--- config.mk ---
export PLATFORM = sky130hd
export DESIGN_NAME = ripple_count_capture_flat
export DESIGN_NICKNAME = d
export VERILOG_FILES = /design/src/rtl/ripple_count_capture_pkg.sv /design/src/rtl/ripple_count_capture_if.sv /design/src/rtl/ripple_count_capture_sync_bus.sv /design/src/rtl/ripple_count_capture.sv /design/src/flat_wrapper.sv
export SDC_FILE = /design/constraint.sdc
export NUM_CORES = 1
export LEC_CHECK = 0
export BUFFER_PORTS_ARGS = -buffer_cell sky130_fd_sc_hd__buf_2
export CELL_PAD_IN_SITES_DETAIL_PLACEMENT = 0
export CELL_PAD_IN_SITES_GLOBAL_PLACEMENT = 1
export CORE_UTILIZATION = 45
export CTS_CLUSTER_DIAMETER = 120
export CTS_CLUSTER_SIZE = 25
export DETAILED_ROUTE_END_ITERATION = 8
export PLACE_DENSITY = 0.82
export SETUP_SLACK_MARGIN = 0.4
export SLEW_MARGIN = 20
export SYNTH_ARGS = -nofsm -noshare
export SYNTH_HDL_FRONTEND = slang
export SYNTH_HIERARCHICAL = 1
export SYNTH_SLANG_ARGS = --single-unit
--- constraint.sdc ---
create_clock -name clock -period 4 [get_ports clock]
set_input_delay 0.2 -clock clock [delete_from_list [all_inputs] [get_ports clock]]
set_output_delay 0.2 -clock clock [all_outputs]
set_load 0.05 [all_outputs]
--- src/rtl/ripple_count_capture_pkg.sv ---
// Shared types and default sizing for the ripple counter capture block.
// The defaults match a 4-bit JK ripple counter source.
package ripple_count_capture_pkg;

    typedef enum logic {
        SETTLE = 1'b0,
        OFFER  = 1'b1
    } state_t;

    localparam int DEF_WIDTH         = 4;
    localparam int DEF_SYNC_STAGES   = 2;
    localparam int DEF_STABLE_CYCLES = 2;
    localparam int DEF_WRAP_W        = 8;

endpackage

--- src/rtl/ripple_count_capture_if.sv ---
// Output side of the ripple count capture: valid/ready count plus wrap status.
// master = capture block, slave = consumer.
interface ripple_count_capture_if #(
    parameter int WIDTH  = 4,
    parameter int WRAP_W = 8
) ();
    logic              out_ready;
    logic              out_valid;
    logic [WIDTH-1:0]  out_count;
    logic [WRAP_W-1:0] out_wraps;
    logic              wrap_pulse;
    logic              settled;

    modport master (
        input  out_ready,
        output out_valid,
        output out_count,
        output out_wraps,
        output wrap_pulse,
        output settled
    );

    modport slave (
        output out_ready,
        input  out_valid,
        input  out_count,
        input  out_wraps,
        input  wrap_pulse,
        input  settled
    );
endinterface

--- src/rtl/ripple_count_capture_sync_bus.sv ---
// Multi-bit flop synchronizer, SYNC_STAGES deep, async reset to zero.
// Bits may resolve on different cycles; downstream filtering handles skew.
module ripple_count_capture_sync_bus #(
    parameter int WIDTH       = 4,
    parameter int SYNC_STAGES = 2
) (
    input  logic             clock,
    input  logic             reset,
    input  logic [WIDTH-1:0] i_d,
    output logic [WIDTH-1:0] o_q
);

    logic [WIDTH-1:0] r_stage [SYNC_STAGES];

    always_ff @(posedge clock or posedge reset) begin
        if (reset) begin
            for (int i = 0; i < SYNC_STAGES; i++) begin
                r_stage[i] <= '0;
            end
        end else begin
            r_stage[0] <= i_d;
            for (int i = 1; i < SYNC_STAGES; i++) begin
                r_stage[i] <= r_stage[i-1];
            end
        end
    end

    assign o_q = r_stage[SYNC_STAGES-1];

endmodule

--- src/rtl/ripple_count_capture.sv ---
// Captures settled values of an asynchronous ripple counter and offers them
// on valid/ready, counting 15->0 style wrap-arounds.
//   state  | meaning
//   SETTLE | waiting for a settled synchronized value that differs from the last
//   OFFER  | holding out_count/out_valid until the consumer takes it
module ripple_count_capture
    import ripple_count_capture_pkg::*;
#(
    parameter int WIDTH         = DEF_WIDTH,
    parameter int SYNC_STAGES   = DEF_SYNC_STAGES,
    parameter int STABLE_CYCLES = DEF_STABLE_CYCLES,
    parameter int WRAP_W        = DEF_WRAP_W
) (
    input  logic                  clock,
    input  logic                  reset,
    input  logic [WIDTH-1:0]      q_in,
    ripple_count_capture_if.master bus
);

    localparam int              CNT_W   = $clog2(STABLE_CYCLES + 1);
    localparam logic [CNT_W-1:0] CNT_MAX = CNT_W'(STABLE_CYCLES);

    logic [WIDTH-1:0]  w_s;
    logic [WIDTH-1:0]  r_p;
    logic [CNT_W-1:0]  r_stable_cnt;
    logic              w_s_eq_p;
    logic              w_settled;

    state_t            r_state;
    state_t            w_state_nxt;
    logic              r_out_valid;
    logic              w_out_valid_nxt;
    logic [WIDTH-1:0]  r_out_count;
    logic [WIDTH-1:0]  w_out_count_nxt;
    logic [WIDTH-1:0]  r_last_count;
    logic [WIDTH-1:0]  w_last_count_nxt;
    logic [WRAP_W-1:0] r_out_wraps;
    logic [WRAP_W-1:0] w_out_wraps_nxt;
    logic              r_wrap_pulse;
    logic              w_wrap_pulse_nxt;

    ripple_count_capture_sync_bus #(
        .WIDTH       (WIDTH),
        .SYNC_STAGES (SYNC_STAGES)
    ) u_sync (
        .clock (clock),
        .reset (reset),
        .i_d   (q_in),
        .o_q   (w_s)
    );

    assign w_s_eq_p  = (w_s == r_p);
    assign w_settled = (r_stable_cnt == CNT_MAX);

    always_ff @(posedge clock or posedge reset) begin
        if (reset) begin
            r_p          <= '0;
            r_stable_cnt <= '0;
        end else begin
            r_p <= w_s;
            if (!w_s_eq_p) begin
                r_stable_cnt <= '0;
            end else if (r_stable_cnt != CNT_MAX) begin
                r_stable_cnt <= r_stable_cnt + 1'b1;
            end
        end
    end

    always_ff @(posedge clock or posedge reset) begin
        if (reset) begin
            r_state      <= SETTLE;
            r_out_valid  <= 1'b0;
            r_out_count  <= '0;
            r_last_count <= '0;
            r_out_wraps  <= '0;
            r_wrap_pulse <= 1'b0;
        end else begin
            r_state      <= w_state_nxt;
            r_out_valid  <= w_out_valid_nxt;
            r_out_count  <= w_out_count_nxt;
            r_last_count <= w_last_count_nxt;
            r_out_wraps  <= w_out_wraps_nxt;
            r_wrap_pulse <= w_wrap_pulse_nxt;
        end
    end

    always_comb begin
        w_state_nxt      = r_state;
        w_out_valid_nxt  = r_out_valid;
        w_out_count_nxt  = r_out_count;
        w_last_count_nxt = r_last_count;
        w_out_wraps_nxt  = r_out_wraps;
        w_wrap_pulse_nxt = 1'b0;
        case (r_state)
            SETTLE: begin
                // settled lags s by a cycle, so also require s to still match p;
                // otherwise a one-cycle glitch right after a stable run is taken.
                if (w_settled && w_s_eq_p && (w_s != r_last_count)) begin
                    w_out_count_nxt  = w_s;
                    w_last_count_nxt = w_s;
                    w_out_valid_nxt  = 1'b1;
                    w_state_nxt      = OFFER;
                    if (w_s < r_last_count) begin
                        w_out_wraps_nxt  = r_out_wraps + 1'b1;
                        w_wrap_pulse_nxt = 1'b1;
                    end
                end
            end
            OFFER: begin
                if (r_out_valid && bus.out_ready) begin
                    w_out_valid_nxt = 1'b0;
                    w_state_nxt     = SETTLE;
                end
            end
        endcase
    end

    assign bus.out_valid  = r_out_valid;
    assign bus.out_count  = r_out_count;
    assign bus.out_wraps  = r_out_wraps;
    assign bus.wrap_pulse = r_wrap_pulse;
    assign bus.settled    = w_settled;

endmodule
--- src/flat_wrapper.sv ---
// flat-port wrapper written by rule: the top's interface ports become plain ports
module ripple_count_capture_flat import ripple_count_capture_pkg::*;
#(
    parameter int WIDTH         = DEF_WIDTH,
    parameter int SYNC_STAGES   = DEF_SYNC_STAGES,
    parameter int STABLE_CYCLES = DEF_STABLE_CYCLES,
    parameter int WRAP_W        = DEF_WRAP_W
)
  (clock, reset, q_in, bus_out_ready, bus_out_valid, bus_out_count, bus_out_wraps, bus_wrap_pulse, bus_settled);
  ripple_count_capture_if #(.WIDTH(WIDTH), .WRAP_W(WRAP_W)) bus_i ();
  input  logic clock;
  input  logic reset;
  input  logic [WIDTH-1:0] q_in;
  input wire logic [$bits(bus_i.out_ready)-1:0] bus_out_ready;
  output wire logic [$bits(bus_i.out_valid)-1:0] bus_out_valid;
  output wire logic [$bits(bus_i.out_count)-1:0] bus_out_count;
  output wire logic [$bits(bus_i.out_wraps)-1:0] bus_out_wraps;
  output wire logic [$bits(bus_i.wrap_pulse)-1:0] bus_wrap_pulse;
  output wire logic [$bits(bus_i.settled)-1:0] bus_settled;
  assign bus_i.out_ready = bus_out_ready;
  assign bus_out_valid = bus_i.out_valid;
  assign bus_out_count = bus_i.out_count;
  assign bus_out_wraps = bus_i.out_wraps;
  assign bus_wrap_pulse = bus_i.wrap_pulse;
  assign bus_settled = bus_i.settled;
  ripple_count_capture #(.WIDTH(WIDTH), .SYNC_STAGES(SYNC_STAGES), .STABLE_CYCLES(STABLE_CYCLES), .WRAP_W(WRAP_W)) u_core (.clock(clock), .reset(reset), .q_in(q_in), .bus(bus_i));
endmodule
# After elaboration in Yosys (flattened, before gate mapping)
# Index checks and enable logic that the tools add are counted.
# totals
register_bits	29
latchBits	0
ram_bits	0
rom_bits	0
inputBits	7
out_inout_bits	15
wordCells	37
memories	0
# op_classes
n_addsub	2
n_mul	0
div	0
magnitude_cmp	1
eq_ne	7
shifts	0
muxes	11
bitwise	1
reduce_logical	6
# op_table
op	n
8-bit by 1-bit adder with 8-bit output (second input constant)	1
1-bit two-way mux	7
2-bit inequality test (second input constant)	3
4-bit == test	1
4-bit < comparator	1
2-bit two-way mux	2
4-bit inequality test	1
1-bit case mux with 2 select lines	2
2-bit AND reduction	2
1-bit logical AND	3
3-bit AND reduction	1
2-bit by 1-bit adder with 2-bit output (second input constant)	1
2-bit == test (second input constant)	1
2-bit by 1-bit inequality test with 1-bit output (second input constant)	1
1-bit inverter	1

# Longest topological paths before layout
# logic_depth
ltp_word	5
mapped_depth	9
mapped_depth_nobuf	7

# Hierarchy
# The synthesis kept the hierarchy.
# by_module_without_submodules
mod	n_inst	cells_per_inst	area_per_inst_um2	seq_area_each_um2
ripple_count_capture	1	80	948.4	525.5
ripple_count_capture_sync_bus	1	13	234.0	200.2

# Least setup slack after synthesis
# Ideal clock, no wire load.
# synth_path
path_kind	reg-to-reg
start	register u_core.r_last_count[3]
end	register u_core.r_out_wraps[1] (netlist: u_core/bus.out_wraps[1])
setup_time_ns	0.125
arrival_time_ns	1.979
t_required_ns	3.875
slack_ns	1.896
path_stages_with_launch	8
n_path_buf	1
period_less_slack_ns	2.104
path_cell_list	dfrtp_1 inv_1 ha_1 nand4_1 nand3b_1 and4bb_1 buf_6 mux2_2
# synth_between
elab_chain_cells	3
word_cells_on_any_way	4
cone_classes	1 x order compare; 1 x eq/ne; 2 x reduce/logical
# synth_lines
element	line	source
from (decl)	ripple_count_capture.sv:35	logic [WIDTH-1:0] r_last_count;
from (signal assigned)	ripple_count_capture.sv:81	r_last_count <= w_last_count_nxt;
parallel branches: the longest is 2 deep, another holds 4-bit < comparator	-	
3-bit AND reduction (no line) (*)	-	
to (signal assigned)	ripple_count_capture.sv:82	r_out_wraps <= w_out_wraps_nxt;
to (decl)	ripple_count_capture.sv:37	logic [WRAP_W-1:0] r_out_wraps;
# Every way passes the cells marked *.
# A chain may end at the register's enable or synchronous reset.

# Worst setup path after layout
# layout_path
start	register u_core.u_sync.r_stage (netlist bit u_core/u_sync/o_q[3])
end	register u_core.r_out_wraps[1] (netlist: u_core/bus.out_wraps[1])
# layout_between
elab_chain_cells	4
word_cells_on_any_way	6
cone_classes	1 x order compare; 2 x eq/ne; 3 x reduce/logical
# layout_lines
element	line	source
from (decl)	ripple_count_capture_sync_bus.sv:13	logic [WIDTH-1:0] r_stage [SYNC_STAGES];
from (signal, indexed assignment)	ripple_count_capture_sync_bus.sv:23	r_stage[i] <= r_stage[i-1];
parallel branches: the longest is 3 deep, another holds 4-bit < comparator	-	
3-bit AND reduction (no line) (*)	-	
# Marks and branches as above.

==> metrics.md <==
| Metric | Value |
|---|---|
| Outcome | finished clean |
| Maximum VDD drop | 236 uV |
| CP max-delay cell | and4bb_1 |
| GR Layer Usage met2 | 21.3% |
| Mapped Cells | 93 |
| Post-layout minimum cycle time | 1.94 ns |
| Clock Latency Late Sink | 0.31 ns |
| Area contributors post-synth | dfrtp_1 (61%), xnor2_1 (7.4%), ha_1 (6.3%) |
| Largest delay contributor family on the critical path | simple AND/OR/NAND/NOR gates |
| CTS tree | yes |
| Distinct cells, synth | 23 |
| Avg Cell Area, Syn | 12.7 sq um |
| Met1 Usage GRT | 18.4% |
| Clock root buffer | clkbuf_4 |
| Initial Util | 47.7% |
| Most used routing layer | met2 |
| Top_reg_cell synth | dfrtp_1 |
| CP Max Fanout | 9 |
| CP required | 4.20 ns |
| Slew at the pin closest to its max-slew limit | 0.801 ns |
| # port buffers | 21 |
| Hold path cells | 3 |
| Comb pwr share | 6.4% |
| Core area | 2480 sq um |
| Final setup vio count | 0 |
| Die height | 53.3 microns |
| Fin util | 55.9% |
| Largest net degree at the start of global routing | 22 |
| FF-to-FF Start | u_core/u_sync/o_q[3] |
| Final worst-path cycle share | 48.6% |
| Die ar. | 2840 sq um |
| Max Transition Viols Final | 0 |
| Dpl hpwl | 1.22 mm |
| # DRC | 0 |
| WL/cell | 11.4 microns |
| Critical path endpoint category | register |
| Die extent in x | 53.3 microns |
| CP bufs+invs | 0 |
| Sequential fraction of design power | 61.5% |
| Yosys top cell by area | dfrtp_1 |
| Seq/Total Area, Yosys | 61.4% |
| Post-Place Cell Area | 1280 sq um |
| Clock sink total | 29 |
| Clock tree buffer depth | 2 |
| Setup bufs post-CTS | 0 |
| Clock Pin Slew Worst Setup and Hold Paths | 0.08 ns |
| Syn nets | 106 |
| Reg2reg path depth | 5 |
| Gr usage total | 15.0% |
| Router iterations before antenna repair | 4 |
| Number of top-level pins | 22 |
| Finished Layout Cells | 152 |
| Hold/Removal Path Class | primary input to register |
| Int Pwr | 381 uW |
| Seq cells post-synth | 29 |
| Layout cells sized above 1 | 26.2% |
| H-Tree Depth | 2 |
| Synth warn | 6 |
| Max Cap Viol | 0 |
| Post-synth EDFFs | 0 |
| Cell Chain, Critical Path | ha_1, nand4_1, nand3b_1, and4bb_1, mux2_2 |
| Area growth, synth to finish | 17.1% |
| Global placement routability congestion | 0.759 |
| Detailed Route WL | 1.73 mm |
| RSZ-0062 raised after global routing | false |
| Top cell type's share of synthesized area | 61.4% |
| Post-Route Setup TNS | 0 ns |
| Hold-critical path endpoint | u_core/r_state |
| P per Cell Area | 359 nW/um^2 |
| Final hold vios | 0 |
| Layout Nets | 134 |
| Hold Buf Count CTS | 5 |
| CP Launch Type | register |
| Iteration-0 DRC Markers | 9 |
| Asr flop ratio synth | 100% |
| Crit. Startpoint | u_core/u_sync/o_q[3] |
| Leak | 0.727 nW |
| Total gr overflow | 0 |
| Number of vias per cell | 4.72 |
| CTS Buf Count | 5 |
| First-pass GRT wire length | 2.78 mm |
| Clock share of power | 32.2% |
| R2R Path End | u_core/bus.out_wraps[1] |
| Sw frac | 23.4% |
| Total power | 498 uW |
| Placed cells | 139 |
| # diodes | 0 |
| Post-CTS sizing | 0 |
| Rows | 18 |
| NetSw | 117 uW |
| Critical path's largest stage delay | 0.50 ns |
| Arr. time, crit path | 2.14 ns |
| Max Freq | 515 MHz |
| Clock Skew | 0.0110 ns |
| HP Start | bus_out_ready |
| Cell Area, Synth | 1180 sq um |
| Remaining antenna violation count | 0 |
| Crit Path Class | register to register |
| Met3 GRT Util | 7.76% |
| DR vias | 718 |
| Worst R2R Setup Slack | 2.06 ns |
| Vias in the first global route | 643 |
| Initial antenna violation count | 0 |
| Max transition margin | 46.6% |
| Fin area | 1390 sq um |
## power by group through the flow
stage               clock network [mW]  registers [mW]  logic, mW
finish                           0.160           0.306     0.0317
global route                     0.183           0.307     0.0358
CTS                              0.170           0.306     0.0323
detailed placement                   0           0.312     0.0284
global placement                     0           0.312     0.0281
floorplan                            0           0.313     0.0211
## flip-flops by register name, indices dropped and copies added, names as in the netlist
signal	flops
u_core/r_last_count	4
u_core/u_sync/r_stage	4
u_core/r_stable_cnt	2
u_core/r_state	1
u_core/r_p	4
u_core/bus.wrap_pulse	1
u_core/bus.out_valid	1
u_core/u_sync/o_q	4
u_core/bus.out_wraps	8
## cell usage after synthesis (2+ instances only)
library cell	instances
dfrtp_1	29
xnor2_1	10
inv_1	7
ha_1	6
nand2_1	6
buf_4	4
nand4_1	4
and2_1	3
nor2_1	3
o21ai_0	3
a21o_1	2
a21oi_1	2
mux2_2	2
nand3_1	2
xor2_1	2
## stage by stage
step / hold slack (ns) / setup WS, ns
after floorplan: 0.0157 / 1.90
final: 0.178 / 2.06
after CTS: 0.162 / 2.05
after detailed placement: 0.156 / 2.07
after global placement: 0.158 / 2.12
after global routing: 0.165 / 1.96
## worst reg2reg max path, cell delays in order (launching register included)
cell and delay, ns:
dfrtp_1 0.42, ha_1 0.32, nand4_1 0.11, nand3b_1 0.11, and4bb_1 0.50, mux2_2 0.37
## cell type report
type / count / area [sq um]
Clock buffer: 6 / 41.3
Clock inverter: 2 / 10.0
Fill cell: 230 / 1090
Inverter: 7 / 26.3
Multi-Input combinational cell: 52 / 389
Sequential cell: 29 / 726
Tap cell: 30 / 37.5
Timing Repair Buffer: 26 / 155
## routing by layer
metal,routed length (microns),vias up
li1,-,361
met1,784,339
met2,847,16
met3,80,2
met4,17,0
met5,0,-
## worst max-delay path by stage
| stage | endpoint | slack, ns | cells past startpoint |
|---|---|---|---|
| after floorplan | u_core/bus.out_wraps[1] | 1.90 | 7 |
| after global placement | u_core/bus.out_wraps[1] | 2.12 | 6 |
| after detailed placement | u_core/bus.out_wraps[1] | 2.07 | 5 |
| after CTS | u_core/bus.out_wraps[1] | 2.05 | 6 |
| after global routing | u_core/bus.out_wraps[1] | 1.96 | 6 |
| final | u_core/bus.out_wraps[1] | 2.06 | 5 |
## cells by family after synthesis
group                      count (synthesis)  synth area share (%)
AOI/OAI and AO/OA                          8                  4.02
xor gates and xnor gates                  12                  8.89
adders and majority gates                  6                  6.35
buffers and inverters                     12                  5.71
DFF                                       29                  61.4
muxes                                      2                  1.90
and+or+nand+nor                           24                  11.7
## cell usage in the layout (no fill, tap or decap), types with 2 or more instances in the layout
cell type | netlist | routed
dfrtp_1 | 29 | 29
buf_2 | 0 | 21
xnor2_1 | 10 | 10
inv_1 | 7 | 7
nand2_1 | 6 | 6
ha_1 | 6 | 6
clkbuf_4 | 0 | 5
dlygate4sd3_1 | 0 | 5
nand4_1 | 4 | 4
o21ai_0 | 3 | 3
nor2_1 | 3 | 3
and2_1 | 3 | 3
clkinv_2 | 0 | 2
mux2_2 | 2 | 2
xor2_1 | 2 | 2
a21oi_1 | 2 | 2
a21o_1 | 2 | 2
nand3_1 | 2 | 2
No activity file was read; power rests on OpenSTA's default activity.
